<file path="config.mk">
export PLATFORM = sky130hd
export DESIGN_NAME = pipe_flow_ctrl
export DESIGN_NICKNAME = d
export VERILOG_FILES = /design/src/rtl/pipe_flow_ctrl.sv
export SDC_FILE = /design/constraint.sdc
export NUM_CORES = 1
export LEC_CHECK = 0
export CORE_MARGIN = 1.5
export CORE_UTILIZATION = 49
export DETAILED_ROUTE_END_ITERATION = 10
export PLACE_DENSITY = 0.85
export SLEW_MARGIN = 10
export SYNTH_ARGS = -nofsm -noshare
export SYNTH_HDL_FRONTEND = slang
export SYNTH_SLANG_ARGS = --single-unit
</file>
<file path="constraint.sdc">
create_clock -name clk -period 3.4 [get_ports clk]
set_input_delay 0.68 -clock clk [delete_from_list [all_inputs] [get_ports clk]]
set_output_delay 0.68 -clock clk [all_outputs]
set_load 0.005 [all_outputs]
</file>
<file path="src/rtl/pipe_flow_ctrl.sv">
// rtl/pipe_flow_ctrl.sv - pipeline flow controller: stall, load-use bubbles, redirect flush, interrupt drain
module pipe_flow_ctrl #(
    parameter int N_STAGES         = 5,
    parameter int N_STALL_SRC      = 4,
    parameter int LOAD_USE_BUBBLES = 1,
    parameter int REDIRECT_STAGE   = 3,
    parameter int CNT_W            = 16
) (
    input  logic                   clk,
    input  logic                   reset_n,
    input  logic [N_STALL_SRC-1:0] stall_req,
    input  logic                   load_use_hazard,
    input  logic                   redirect,
    input  logic                   irq_req,
    input  logic                   perf_clr,
    output logic                   pc_en,
    output logic [N_STAGES-2:0]    reg_en,
    output logic [N_STAGES-2:0]    reg_clr,
    output logic                   irq_ack,
    output logic                   busy,
    output logic [CNT_W-1:0]       stall_count
);

    localparam int NREG = N_STAGES - 1;
    localparam int DW   = $clog2(N_STAGES);

    localparam logic [NREG-1:0]  ALL_ONES  = '1;
    // Flush every register upstream of the stage that resolves the redirect.
    localparam logic [NREG-1:0]  REDIR_CLR = ALL_ONES >> (NREG - REDIRECT_STAGE);
    localparam logic [NREG-1:0]  REG0      = NREG'(1);
    localparam logic [NREG-1:0]  REG1      = NREG'(2);
    localparam logic [2:0]       BUB_INIT  = 3'(LOAD_USE_BUBBLES - 2);
    localparam logic [DW-1:0]    DRN_INIT  = DW'(N_STAGES - 2);
    localparam logic [CNT_W-1:0] CNT_MAX   = '1;

    typedef enum logic [1:0] {
        S_RUN    = 2'd0,
        S_BUBBLE = 2'd1,
        S_DRAIN  = 2'd2
    } state_e;

    state_e           state_q, state_d;
    logic [2:0]       bub_cnt_q, bub_cnt_d;
    logic [DW-1:0]    drn_cnt_q, drn_cnt_d;
    logic [CNT_W-1:0] stall_count_q, stall_count_d;

    // State, bubble/drain down-counters and the performance counter.
    always_ff @(posedge clk or negedge reset_n) begin
        if (!reset_n) begin
            state_q       <= S_RUN;
            bub_cnt_q     <= '0;
            drn_cnt_q     <= '0;
            stall_count_q <= '0;
        end else begin
            state_q       <= state_d;
            bub_cnt_q     <= bub_cnt_d;
            drn_cnt_q     <= drn_cnt_d;
            stall_count_q <= stall_count_d;
        end
    end

    // Prioritised next-state and combinational enable/clear generation.
    always_comb begin
        pc_en     = 1'b1;
        reg_en    = ALL_ONES;
        reg_clr   = '0;
        irq_ack   = 1'b0;
        state_d   = state_q;
        bub_cnt_d = bub_cnt_q;
        drn_cnt_d = drn_cnt_q;

        if (|stall_req) begin
            // Full freeze: nothing moves, nothing counts down.
            pc_en  = 1'b0;
            reg_en = '0;
        end else if (redirect) begin
            reg_clr = REDIR_CLR;
            // A redirect cancels pending load-use bubbles; an ongoing drain keeps its place.
            if (state_q == S_BUBBLE) begin
                state_d   = S_RUN;
                bub_cnt_d = '0;
            end
        end else begin
            case (state_q)
                S_DRAIN: begin
                    pc_en   = 1'b0;
                    reg_clr = REG0;
                    if (drn_cnt_q == '0) begin
                        irq_ack = 1'b1;
                        state_d = S_RUN;
                    end else begin
                        drn_cnt_d = drn_cnt_q - 1'b1;
                    end
                end
                S_BUBBLE: begin
                    pc_en   = 1'b0;
                    reg_en  = ~REG0;
                    reg_clr = REG1;
                    if (bub_cnt_q == '0) begin
                        state_d = S_RUN;
                    end else begin
                        bub_cnt_d = bub_cnt_q - 1'b1;
                    end
                end
                default: begin
                    if (irq_req) begin
                        // Stop fetching and let the in-flight instructions retire.
                        pc_en     = 1'b0;
                        reg_clr   = REG0;
                        state_d   = S_DRAIN;
                        drn_cnt_d = DRN_INIT;
                    end else if (load_use_hazard) begin
                        // Detection cycle already counts as the first bubble.
                        pc_en   = 1'b0;
                        reg_en  = ~REG0;
                        reg_clr = REG1;
                        if (LOAD_USE_BUBBLES > 1) begin
                            state_d   = S_BUBBLE;
                            bub_cnt_d = BUB_INIT;
                        end
                    end
                end
            endcase
        end
    end

    // Saturating count of cycles in which the PC did not advance.
    always_comb begin
        stall_count_d = stall_count_q;
        if (perf_clr) begin
            stall_count_d = '0;
        end else if (!pc_en && stall_count_q != CNT_MAX) begin
            stall_count_d = stall_count_q + CNT_W'(1);
        end
    end

    assign busy        = (state_q != S_RUN);
    assign stall_count = stall_count_q;

endmodule

</file>
Yosys cells after proc, flatten, opt, wreduce, memory -nomap -nowiden --
Cells that the tools add are included. W data, S select, Z words.
Storage, ports and cells: output and inout bits 27, input bits 10, register bits 24, word-level logic and storage cells 65
Cells by class: equality and inequality tests 8, bitwise logic cells 3, reduce and logical (&&, ||, !) cells 13, mux-type cells 34, $add $sub $neg 3
Operators by type and width (count):
- $mux W16 | 2
- $mux W3 | 8
- $add A16 B1 Y16 const B | 1
- $ne A16 B16 Y1 const B | 1
- $mux W2 | 7
- $mux W1 | 12
- $reduce_and A5 Y1 | 2
- $pmux W2 S2 | 2
- $logic_not A3 Y1 | 2
- $pmux W3 S2 | 1
- $reduce_bool A2 Y1 | 3
- $sub A3 B1 Y3 const B | 2
- $mux W4 | 1
- $ne A2 B2 Y1 const B | 2
- $reduce_or A4 Y1 | 1
- $ne A3 B2 Y1 const B | 1
- $ne A3 B3 Y1 const B | 1
- $not A1 Y1 | 3
- $reduce_and A3 Y1 | 1
- $reduce_bool A3 Y1 | 1
- $eq A2 B1 Y1 const B | 1
- $eq A2 B2 Y1 const B | 1
- $ne A2 B1 Y1 const B | 1
- $pmux W1 S2 | 1
- 3 further kinds | 3

Depth between registers and ports, before layout --
Gate-level depths: netlist of the first run.
depth in word-level cells 9, gate-level depth with buffers 9, depth with buffers taken out 7

Least setup slack after synthesis of the first run --
OpenSTA, ideal clock, no wires.
path type input -> output, from in stall_req[1], to out pc_en, path slack 1.006 ns, cell stages on the path 6, data arrival time 1.714 ns, path buffers 2, data required time 2.720 ns, cell sequence or4_1 buf_6 inv_4 o21ai_4 inv_2 buf_2
On the way: cells in the longest elaborated chain, start to end 2
RTL lines:
- start: declaration | RTL line 11 | input logic [N_STALL_SRC-1:0] stall_req,
- $reduce_or A4 Y1 | RTL line 72 | if (|stall_req) begin
- $mux W1 | RTL line 72
- end: declaration | RTL line 16 | output logic pc_en,
No other way between the ends.

Final worst setup path of the first run --
Same ends and word-level chain as after synthesis.

==> results.rst, run 1 <==
.. list-table::
   :header-rows: 1

   * - Metric
     - Value
   * - Per-cell via count in the routed design
     - 5.65
   * - Max-capacitance violation count
     - 0
   * - Library cell with the highest instance count after synthesis
     - dfrtp_1
   * - Mapped Avg Cell Area
     - 9.27 sq um
   * - Total detailed-routing wirelength
     - 2540 um
   * - Final standard cell count with taps included and fillers excluded
     - 188
   * - Final min period
     - 3240 ps
   * - Crit start category
     - input port
   * - Clock Pin Slew Worst Setup and Hold Paths
     - 120 ps
   * - RSZ-0062 raised after global routing
     - no
   * - Yosys top cell area share
     - 0.422
   * - Via count of the first global-routing pass
     - 1003
   * - Hold-fix buffers at CTS
     - 0
   * - HP Class
     - register to register
   * - DR WL/cell
     - 13.5 um
   * - Initial antenna violation count
     - 0
   * - Post-synthesis to final-layout area growth
     - 33.0%
   * - Top post-synthesis cells by area
     - dfrtp_1 42%, nor2_1 6.0%, xnor2_1 5.9%
   * - Cell breakdown of the critical path
     - clkdlybuf4s50_1, or4_1, inv_4, o21ai_4, inv_2, clkdlybuf4s50_1
   * - Bufs on Longest Clock Path
     - 2
   * - Overall Global Routing Usage
     - 0.212
   * - Worst setup timing slack at the placement stage
     - 135 ps
   * - Residual DRC count
     - 0
   * - Ys Warns
     - 0
   * - Seq/Total Area, Yosys
     - 0.422
   * - Sw Ratio
     - 0.243
   * - Max-Slew Margin vs Limit
     - 0.391
   * - Number of placed I/O pins
     - 37
   * - Post-route setup slack
     - 159 ps
   * - Critical Path Max Stage Delay
     - approximately 700 ps
   * - Path type of the worst setup path
     - input port to output port
   * - Pwr Density
     - 357 nW/um^2
   * - Number of sinks handled by clock tree synthesis
     - 20
   * - Number of distinct library cells after synthesis
     - 38
   * - Post-Synthesis Cells
     - between 100 and 150
   * - Clk root buf
     - clkbuf_4
   * - Share of flip-flops with an asynchronous set or reset after synthesis
     - 1.00
   * - Proportion of layout cells with a drive suffix above 1
     - 0.0813
   * - Total of fill cells in the finished design
     - 189
   * - Static leakage
     - between 0.6 and 0.7 nW
   * - Synthesized cell area
     - 1190 sq um
   * - Predominant post-synthesis flop cell
     - dfrtp_1
   * - Antenna diodes
     - 0
   * - Final period util
     - 0.953
   * - Buffers inserted during post-CTS setup optimization
     - 0
   * - Antenna-violating nets left
     - 0
   * - Max H-tree Level
     - 1
   * - Insertion delay to the later sink of the worst-skew pair
     - 310 ps
   * - Endpoint kind of the worst setup timing path
     - output port
   * - Die outline height
     - 52.2 um
   * - Area enclosed by the die boundary
     - 2720 sq um
   * - Arrival time reported for the critical path endpoint
     - ~2600 ps
   * - Setup violation total in the final timing report
     - 0
   * - Pint
     - between 400 and 500 uW
   * - Input/output buffers
     - 35
   * - Most frequent cell on the critical path
     - clkdlybuf4s50_1
   * - Net Sw Power
     - ~140 uW
   * - Global placer's final weighted congestion
     - 0.769
   * - Library cell occupying the most area in the post-synthesis netlist
     - dfrtp_1
   * - Slowest cell on the critical path
     - or4_1
   * - Clock buffers created by TritonCTS
     - 3
   * - Post-synth top cells
     - 20 x dfrtp_1, 19 x nor2_1, 8 x xnor2_1
   * - Fin. Hold Viols
     - 0
   * - Combinational power share
     - 0.167
   * - Layout Nets
     - 174
   * - Final core area utilization
     - 0.700
   * - Worst clock skew
     - 8.22 ps
   * - Total negative setup slack
     - 0 ps
   * - Worst endpoint required time
     - 2720 ps
   * - Initial core utilization
     - 0.526
   * - Total count of max-transition violations in the final report
     - 0
   * - Result of the run
     - finished clean
   * - Part of the total power dissipated in sequential elements
     - 0.489
   * - Achievable Freq
     - 309 MHz
   * - Seq cells post-synth
     - 20
   * - Via Count
     - 1062
   * - Power share of the clock group
     - 0.344
   * - Mapped Nets
     - approximately 140
   * - Worst-path fanout max
     - 7
   * - Core Box Area
     - 2250 sq um
   * - Slew at the pin closest to its max-slew limit
     - 910 ps
   * - Number of synthesized flops with an enable pin
     - 0
   * - Number of DRC markers after the initial detailed-route iteration
     - 29
   * - Detailed-router iteration count before antenna repair
     - 4
   * - TritonCTS clock tree
     - yes
   * - Std-Cell Rows
     - 17
   * - Die Wd
     - 52.2 um
   * - Total global routing overflow
     - 0
   * - Worst vdd rail ir drop
     - 0.349 mV
   * - Post-CTS Resized
     - 0
   * - Maximum number of pins on one net before global-route repair
     - 21
   * - Placed wire-length estimate after detailed placement
     - 1910 um
   * - # placed instances
     - 184
   * - Global-route wire length before repair
     - 4270 um
sequential cells by signal, summed over array words and instances (netlist names):
name	count
state_q	1
stall_count	16
drn_cnt_q	3
area by class of cell:
| type | count | area (sq um) | area share |
|---|---|---|---|
| well taps | 28 | 35.0 | 0.0222 |
| clock inverters | 1 | 30.0 | 0.0190 |
| inverters | 6 | 25.0 | 0.0159 |
| clock buffers | 3 | 22.5 | 0.0143 |
| flip-flops and latches | 20 | 500 | 0.317 |
| repair buffers | 36 | 358 | 0.227 |
| multi-input cells | 94 | 607 | 0.385 |
worst max-delay path, delay by kind of cell:
family / cells / cell delay, ps
compound gates: 1 / 90
buf+inv: 4 / 1100
simple gates: 1 / 700
power by group through the flow:
| stage | Combinational (mW) | Sequential (mW) | Clock (mW) |
|---|---|---|---|
| 2_1_floorplan | 0.0603 | 0.273 | 0 |
| 3_3_place_gp | 0.0884 | 0.280 | 0 |
| 3_5_place_dp | 0.0956 | 0.281 | 0 |
| 4_1_cts | 0.0960 | 0.276 | 0.200 |
| 5_1_grt | 0.106 | 0.279 | 0.210 |
| 6_report | 0.0939 | 0.276 | 0.194 |
final timing paths:
kind | end | from | cells past startpoint | slack (ps)
max | pc_en | stall_req[1] | 6 | 160
min | drn_cnt_q[0] | drn_cnt_q[0] | 1 | 530
max reg2reg | stall_count[13] | state_q[1] | 7 | 1140
min reg2reg | drn_cnt_q[0] | drn_cnt_q[0] | 1 | 530
max in group asynchronous | stall_count[15] | reset_n | 1 | 1970
min in group asynchronous | stall_count[7] | reset_n | 1 | 870
placed cells by master (no fill, tap or decap), types with 2 or more instances in the layout:
cell type and count:
clkdlybuf4s50_1 35, dfrtp_1 20, nor2_1 19, xnor2_1 8, nand4_1 7, nand3_1 7, a21oi_1 6, nor3_1 6
o21ai_0 5, xor2_1 5, inv_1 4, nand2_1 4, and3_1 3, ha_1 3, clkbuf_4 3, and2_1 2
or3_1 2, nor4_1 2
kinds of logic after synthesis:
logic type	Yosys count	synth area share
buffers and inverters	14	0.0664
DFF	20	0.422
AOI/OAI and AO/OA	14	0.0717
adders and majority gates	3	0.0316
and+or+nand+nor	63	0.309
xor gates and xnor gates	13	0.0960
other	1	0.00316
metrics by stage:
stage	hold slack [ps]	total power, mW	cell area (sq um)
2_1_floorplan	384	0.333	1190
3_3_place_gp	496	0.368	1530
3_5_place_dp	503	0.376	1530
4_1_cts	531	0.571	1580
5_1_grt	543	0.595	1580
6_report	528	0.563	1580
routing by layer:
metal	track usage	wire length [um]	vias to the layer above
met2	0.403	1340	33
li1	-	-	507
met3	0.0600	136	4
met5	0	0	-
met4	0.0427	28	0
met1	0.233	1030	518
Power figures use the tool's default switching activity.
==> run 2, diff against run 1 <==
--- a/config.mk
+++ b/config.mk
@@ -6,9 +6,10 @@
 export NUM_CORES = 1
 export LEC_CHECK = 0
 export CORE_MARGIN = 1.5
-export CORE_UTILIZATION = 49
+export CORE_UTILIZATION = 51
+export CTS_BUF_LIST = sky130_fd_sc_hd__clkbuf_8
 export DETAILED_ROUTE_END_ITERATION = 10
-export PLACE_DENSITY = 0.85
+export PLACE_DENSITY = 0.87
 export SLEW_MARGIN = 10
 export SYNTH_ARGS = -nofsm -noshare
 export SYNTH_HDL_FRONTEND = slang
==> run 2 against run 1 <==
Effect of this change:
- sequential power barely moved
- clock power is 23% lower
- die area shrank 3.7%
- flip-flop and latch count unchanged
- via count down 2.4%
- core utilization rose by 0.84 points
- sequential share of layout area rose by 0.23 points
- first-iteration DRC count decreased by 28%
==> results.rst, run 2 (synthesis results as in run 1) <==
.. list-table::
   :header-rows: 1

   * - Metric
     - Value
   * - Arrival time reported for the critical path endpoint
     - 2570 ps (about the same)
   * - Leading cell type in the layout, fill and taps excluded
     - clkdlybuf4s50_1
   * - Bufs on Longest Clock Path
     - 2 (unchanged)
   * - Global-route wire length before repair
     - 4110 um (-3.7%)
   * - Placed wire-length estimate after detailed placement
     - 1950 um (+2.3%)
   * - Pwr Density
     - 331 nW/um^2 (-7.3%)
   * - Total design power
     - 519 uW (-7.9%)
   * - Core Box Area
     - 2210 sq um (-1.9%)
   * - Layout Nets
     - 174 (unchanged)
   * - Worst clock skew
     - 0.527 ps (-7.69 ps)
   * - Final period util
     - 0.956 (+0.00251)
   * - Worst endpoint required time
     - 2720 ps (about the same)
   * - Total count of max-transition violations in the final report
     - 0 (unchanged)
   * - Overall Global Routing Usage
     - 0.212 (+0.000301)
   * - Slew at the pin closest to its max-slew limit
     - 913 ps (+2.47 ps)
   * - Insertion delay to the later sink of the worst-skew pair
     - 250 ps (-60 ps)
   * - Initial antenna violation count
     - 0 (unchanged)
   * - Global placer's final weighted congestion
     - 0.832 (+8.2%)
   * - Area enclosed by the die boundary
     - 2620 sq um (-3.7%)
   * - Clk root buf
     - clkbuf_8
   * - Setup violation total in the final timing report
     - 0 (unchanged)
   * - Total negative setup slack
     - 0 ps (unchanged)
   * - Detailed-router iteration count before antenna repair
     - 4 (unchanged)
   * - Per-cell via count in the routed design
     - 5.55 (-1.8%)
   * - Clock Pin Slew Worst Setup and Hold Paths
     - 70 ps (-50 ps)
   * - Post-CTS Resized
     - 0 (unchanged)
   * - Via count of the first global-routing pass
     - 932 (-7.1%)
   * - Die outline height
     - 51.2 um (-1.9%)
   * - Post-synthesis to final-layout area growth
     - 32.1%
   * - DR WL/cell
     - 13.8 um (+2.0%)
   * - Post-route setup slack
     - 150 ps (-8.54 ps)
   * - Most frequent cells in the layout
     - 35 x clkdlybuf4s50_1, 20 x dfrtp_1, 19 x nor2_1, 8 x xnor2_1
   * - Antenna diodes
     - 0 (unchanged)
   * - Buffers inserted during post-CTS setup optimization
     - 0 (unchanged)
   * - Via Count
     - 1037 (-2.4%)
   * - Residual DRC count
     - 0 (unchanged)
   * - RSZ-0062 raised after global routing
     - no
   * - Achievable Freq
     - 308 MHz (-0.26%)
   * - Path type of the worst setup path
     - input port to output port
   * - Final min period
     - 3250 ps (+8.54 ps)
   * - Initial core utilization
     - 0.536 (+0.0101)
   * - TritonCTS clock tree
     - yes
   * - Input/output buffers
     - 35 (unchanged)
   * - Static leakage
     - 0.628 nW (-1.0%)
   * - Clock buffers created by TritonCTS
     - 3 (unchanged)
   * - Max H-tree Level
     - 1 (unchanged)
   * - Final Hold Slack
     - 517 ps (-11.4 ps)
   * - Total global routing overflow
     - 0 (unchanged)
   * - Flop2flop setup slack
     - 1200 ps (+60 ps)
   * - Max-capacitance violation count
     - 0 (unchanged)
   * - HP Class
     - register to register
   * - Maximum number of pins on one net before global-route repair
     - 21 (unchanged)
   * - Fin. Hold Viols
     - 0 (unchanged)
   * - Number of placed I/O pins
     - 37 (unchanged)
   * - Proportion of layout cells with a drive suffix above 1
     - 0.0755 (-0.00578)
   * - Worst-path fanout max
     - 7 (unchanged)
   * - Std-Cell Rows
     - 17 (unchanged)
   * - Endpoint kind of the worst setup timing path
     - output port
   * - Number of sinks handled by clock tree synthesis
     - 20 (unchanged)
   * - Die Wd
     - 51.2 um (-1.9%)
   * - Total of fill cells in the finished design
     - 167 (-12%)
   * - Result of the run
     - finished clean
   * - Max-Slew Margin vs Limit
     - 0.390 (-0.00165)
   * - Hold-fix buffers at CTS
     - 0 (unchanged)
   * - Number of DRC markers after the initial detailed-route iteration
     - 21 (-28%)
   * - Final core area utilization
     - 0.708 (+0.00837)
   * - Worst setup timing slack at the placement stage
     - 150 ps (+15.4 ps)
   * - Total detailed-routing wirelength
     - 2580 um (+1.5%)
   * - Number of flip-flops in the largest register
     - 16 (unchanged)
   * - Crit start category
     - input port
   * - Antenna-violating nets left
     - 0 (unchanged)
   * - Worst vdd rail ir drop
     - 0.314 mV (-9.9%)
run 2: cell count changes in the layout (fill, tap and decap cells not counted):
cell / change
bufinv_16: -1
clkbuf_8: +3
clkbuf_4: -3
run 2: worst paths after layout:
check                      cells past startpoint          from               to
setup / recovery                               6  stall_req[1]            pc_en
hold / removal                                 1  drn_cnt_q[0]     drn_cnt_q[0]
setup reg to reg                               7    state_q[1]  stall_count[13]
hold reg to reg                                1  drn_cnt_q[0]     drn_cnt_q[0]
max in group asynchronous                      1       reset_n   stall_count[3]
min in group asynchronous                      1       reset_n  stall_count[12]
run 2: where the power goes:
group | internal [mW] | switching, mW | leakage [nW] | total, mW
registers | 0.257 | 0.0188 | 0.268 | 0.276
clock network | 0.0787 | 0.0707 | 0.0216 | 0.149
logic | 0.0492 | 0.0442 | 0.338 | 0.0934
run 2: metal layers:
layer,global-route usage,wire [um]
met4,0.0877,29
met2,0.342,1290
met5,0,0
met1,0.281,1150
met3,0.0409,112
run 2: layout make-up:
type | instances | area, sq um | share of cell area
inverter | 6 | 25.0 | 0.0160
sequential | 20 | 500 | 0.319
multi-input combinational | 94 | 607 | 0.387
timing repair buffer | 36 | 358 | 0.228
tap | 28 | 35.0 | 0.0224
clock buffer | 3 | 41.3 | 0.0264
run 2: critical path: stages:
cell and delay (ps):
clkdlybuf4s50_1 390, or4_1 700, inv_4 150, o21ai_4 80, inv_2 70, clkdlybuf4s50_1 490
run 2: metrics by stage:
step / instances / area (sq um)
2_1_floorplan: 128 / 1190
3_3_place_gp: 184 / 1530
3_5_place_dp: 184 / 1530
4_1_cts: 187 / 1570
5_1_grt: 187 / 1570
6_report: 187 / 1570
==> run 3, diff against run 2 <==
--- a/config.mk
+++ b/config.mk
@@ -5,9 +5,10 @@
 export SDC_FILE = /design/constraint.sdc
 export NUM_CORES = 1
 export LEC_CHECK = 0
-export CORE_MARGIN = 1.5
+export CORE_MARGIN = 8
 export CORE_UTILIZATION = 51
 export CTS_BUF_LIST = sky130_fd_sc_hd__clkbuf_8
+export CTS_CLUSTER_DIAMETER = 200
 export DETAILED_ROUTE_END_ITERATION = 10
 export PLACE_DENSITY = 0.87
 export SLEW_MARGIN = 10
==> run 3 against run 2 <==
Effect of this change:
- power grew 0.27%
- non-clock buffer count is the same
- flip-flop and latch count is the same
- via count is essentially flat
- clock skew grew 0.95 ps
- clock-buffer cell count is the same
- core utilization is the same
- global-route usage shrank 7.0 points
==> results.rst, run 3 (synthesis results as in run 1) <==
.. list-table::
   :header-rows: 1

   * - Metric
     - Value
   * - Detailed-router iteration count before antenna repair
     - 4 (unchanged)
   * - DR WL/cell
     - 15.1 um (+9.4%)
   * - Max-Slew Margin vs Limit
     - 0.423 (+0.0338)
   * - Via count of the first global-routing pass
     - 1071 (+15%)
   * - HP Class
     - register to register
   * - Pwr Density
     - 332 nW/um^2 (+0.27%)
   * - Layout Nets
     - 174 (unchanged)
   * - Leading cell type in the layout, fill and taps excluded
     - clkdlybuf4s50_1
   * - Per-cell via count in the routed design
     - 5.54 (about the same)
   * - Crit start category
     - input port
   * - Max H-tree Level
     - 1 (unchanged)
   * - Worst-path fanout max
     - 7 (unchanged)
   * - Clk root buf
     - clkbuf_8
   * - Clock Pin Slew Worst Setup and Hold Paths
     - 70 ps (about the same)
   * - Proportion of layout cells with a drive suffix above 1
     - 0.0755 (unchanged)
   * - Post-synthesis to final-layout area growth
     - 32.1% (unchanged)
   * - Clock buffers created by TritonCTS
     - 3 (unchanged)
   * - Number of DRC markers after the initial detailed-route iteration
     - 37 (+76%)
   * - Post-CTS Resized
     - 0 (unchanged)
   * - Total design power
     - 520 uW (+0.27%)
   * - Initial antenna violation count
     - 0 (unchanged)
   * - Path type of the worst setup path
     - input port to output port
   * - Final period util
     - 0.956 (about the same)
   * - Overall Global Routing Usage
     - 0.143 (-0.0697)
   * - Footprint of the flip-flops and latches
     - 500 sq um (unchanged)
   * - Hold-fix buffers at CTS
     - 0 (unchanged)
   * - Number of placed I/O pins
     - 37 (unchanged)
   * - Placed wire-length estimate after detailed placement
     - 2180 um (+11%)
   * - RSZ-0062 raised after global routing
     - no
   * - Std-Cell Rows
     - 17 (unchanged)
   * - Area enclosed by the die boundary
     - 4120 sq um (+57%)
   * - Post-route setup slack
     - 149 ps (-1.00 ps)
   * - Endpoint kind of the worst setup timing path
     - output port
   * - Antenna diodes
     - 0 (unchanged)
   * - Global-route wire length before repair
     - 4800 um (+17%)
   * - Via Count
     - 1036 (-0.096%)
   * - Residual DRC count
     - 0 (unchanged)
   * - Buffers inserted during post-CTS setup optimization
     - 0 (unchanged)
   * - Die outline height
     - 64.2 um (+25%)
   * - Maximum number of pins on one net before global-route repair
     - 21 (unchanged)
   * - Number of sinks handled by clock tree synthesis
     - 20 (unchanged)
   * - Worst vdd rail ir drop
     - 0.363 mV (+15%)
   * - Die Wd
     - 64.2 um (+25%)
   * - Final cell area excluding filler cells
     - 1570 sq um (unchanged)
   * - Total global routing overflow
     - 0 (unchanged)
   * - Total count of max-transition violations in the final report
     - 0 (unchanged)
   * - Fin. Hold Viols
     - 0 (unchanged)
   * - Achievable Freq
     - 308 MHz (about the same)
   * - Max-capacitance violation count
     - 0 (unchanged)
   * - Insertion delay to the later sink of the worst-skew pair
     - 250 ps (about the same)
   * - Global placer's final weighted congestion
     - 0.855 (+2.7%)
   * - Total detailed-routing wirelength
     - 2820 um (+9.4%)
   * - Core Box Area
     - 2210 sq um (unchanged)
   * - Total negative setup slack
     - 0 ps (unchanged)
   * - Input/output buffers
     - 35 (unchanged)
   * - Total of fill cells in the finished design
     - 176 (+5.4%)
   * - Bufs on Longest Clock Path
     - 2 (unchanged)
   * - TritonCTS clock tree
     - yes
   * - Static leakage
     - 0.628 nW (unchanged)
   * - Worst clock skew
     - 1.48 ps (+0.952 ps)
   * - Area of combinational cells with multiple inputs
     - 607 sq um (unchanged)
   * - Worst setup timing slack at the placement stage
     - 142 ps (-8.54 ps)
   * - Arrival time reported for the critical path endpoint
     - 2570 ps (about the same)
   * - Final min period
     - 3250 ps (+1.00 ps)
   * - Flop2flop setup slack
     - 1170 ps (-30 ps)
   * - Most frequent cells in the layout
     - 35 x clkdlybuf4s50_1, 20 x dfrtp_1, 19 x nor2_1, 8 x xnor2_1
   * - Result of the run
     - finished clean
   * - Final core area utilization
     - 0.708 (unchanged)
   * - Slew at the pin closest to its max-slew limit
     - 862 ps (-50.5 ps)
   * - Number of flip-flops in the largest register
     - 16 (unchanged)
   * - Worst endpoint required time
     - 2720 ps (about the same)
   * - Setup violation total in the final timing report
     - 0 (unchanged)
   * - Initial core utilization
     - 0.536 (unchanged)
   * - Antenna-violating nets left
     - 0 (unchanged)
   * - Placed Area
     - 1530 sq um (unchanged)
[run 3: metal layers]
metal  global-route usage  vias to the layer above  wire (um)
met5                    0                        -          0
met4               0.0490                        0         28
met3               0.0488                        4        160
met2                0.262                       21       1500
met1                0.147                      501       1130
li1                     -                      510          -
[run 3: cell type report]
class | instances | area share
Multi-Input combinational cell | 94 | 0.387
Timing Repair Buffer | 36 | 0.228
Inverter | 6 | 0.0160
Clock buffer | 3 | 0.0264
Sequential cell | 20 | 0.319
Tap cell | 28 | 0.0224
[run 3: worst paths after layout]
kind	start	depth (start not counted)	to
setup / recovery	stall_req[1]	6	pc_en
hold / removal	drn_cnt_q[0]	1	drn_cnt_q[0]
setup reg to reg	stall_count[0]	6	stall_count[9]
hold reg to reg	drn_cnt_q[0]	1	drn_cnt_q[0]
max in group asynchronous	reset_n	1	stall_count[6]
min in group asynchronous	reset_n	1	stall_count[14]
[run 3: per-stage QoR]
stage,hold WS (ps),instances
floorplan,384,128
global placement,499,184
detailed placement,536,184
CTS,551,187
global route,575,187
finish,544,187
[run 3: power breakdown]
group / internal (mW) / leakage [nW] / total [mW] / switching [mW]
registers: 0.257 / 0.268 / 0.276 / 0.0194
logic: 0.0494 / 0.338 / 0.0926 / 0.0433
clock network: 0.0788 / 0.0216 / 0.151 / 0.0723
total: 0.385 / 0.628 / 0.520 / 0.135
[run 3: worst max-delay path, stage by stage]
cell and delay, ps:
clkdlybuf4s50_1 390, or4_1 710, inv_4 150, o21ai_4 80, inv_2 70, clkdlybuf4s50_1 500
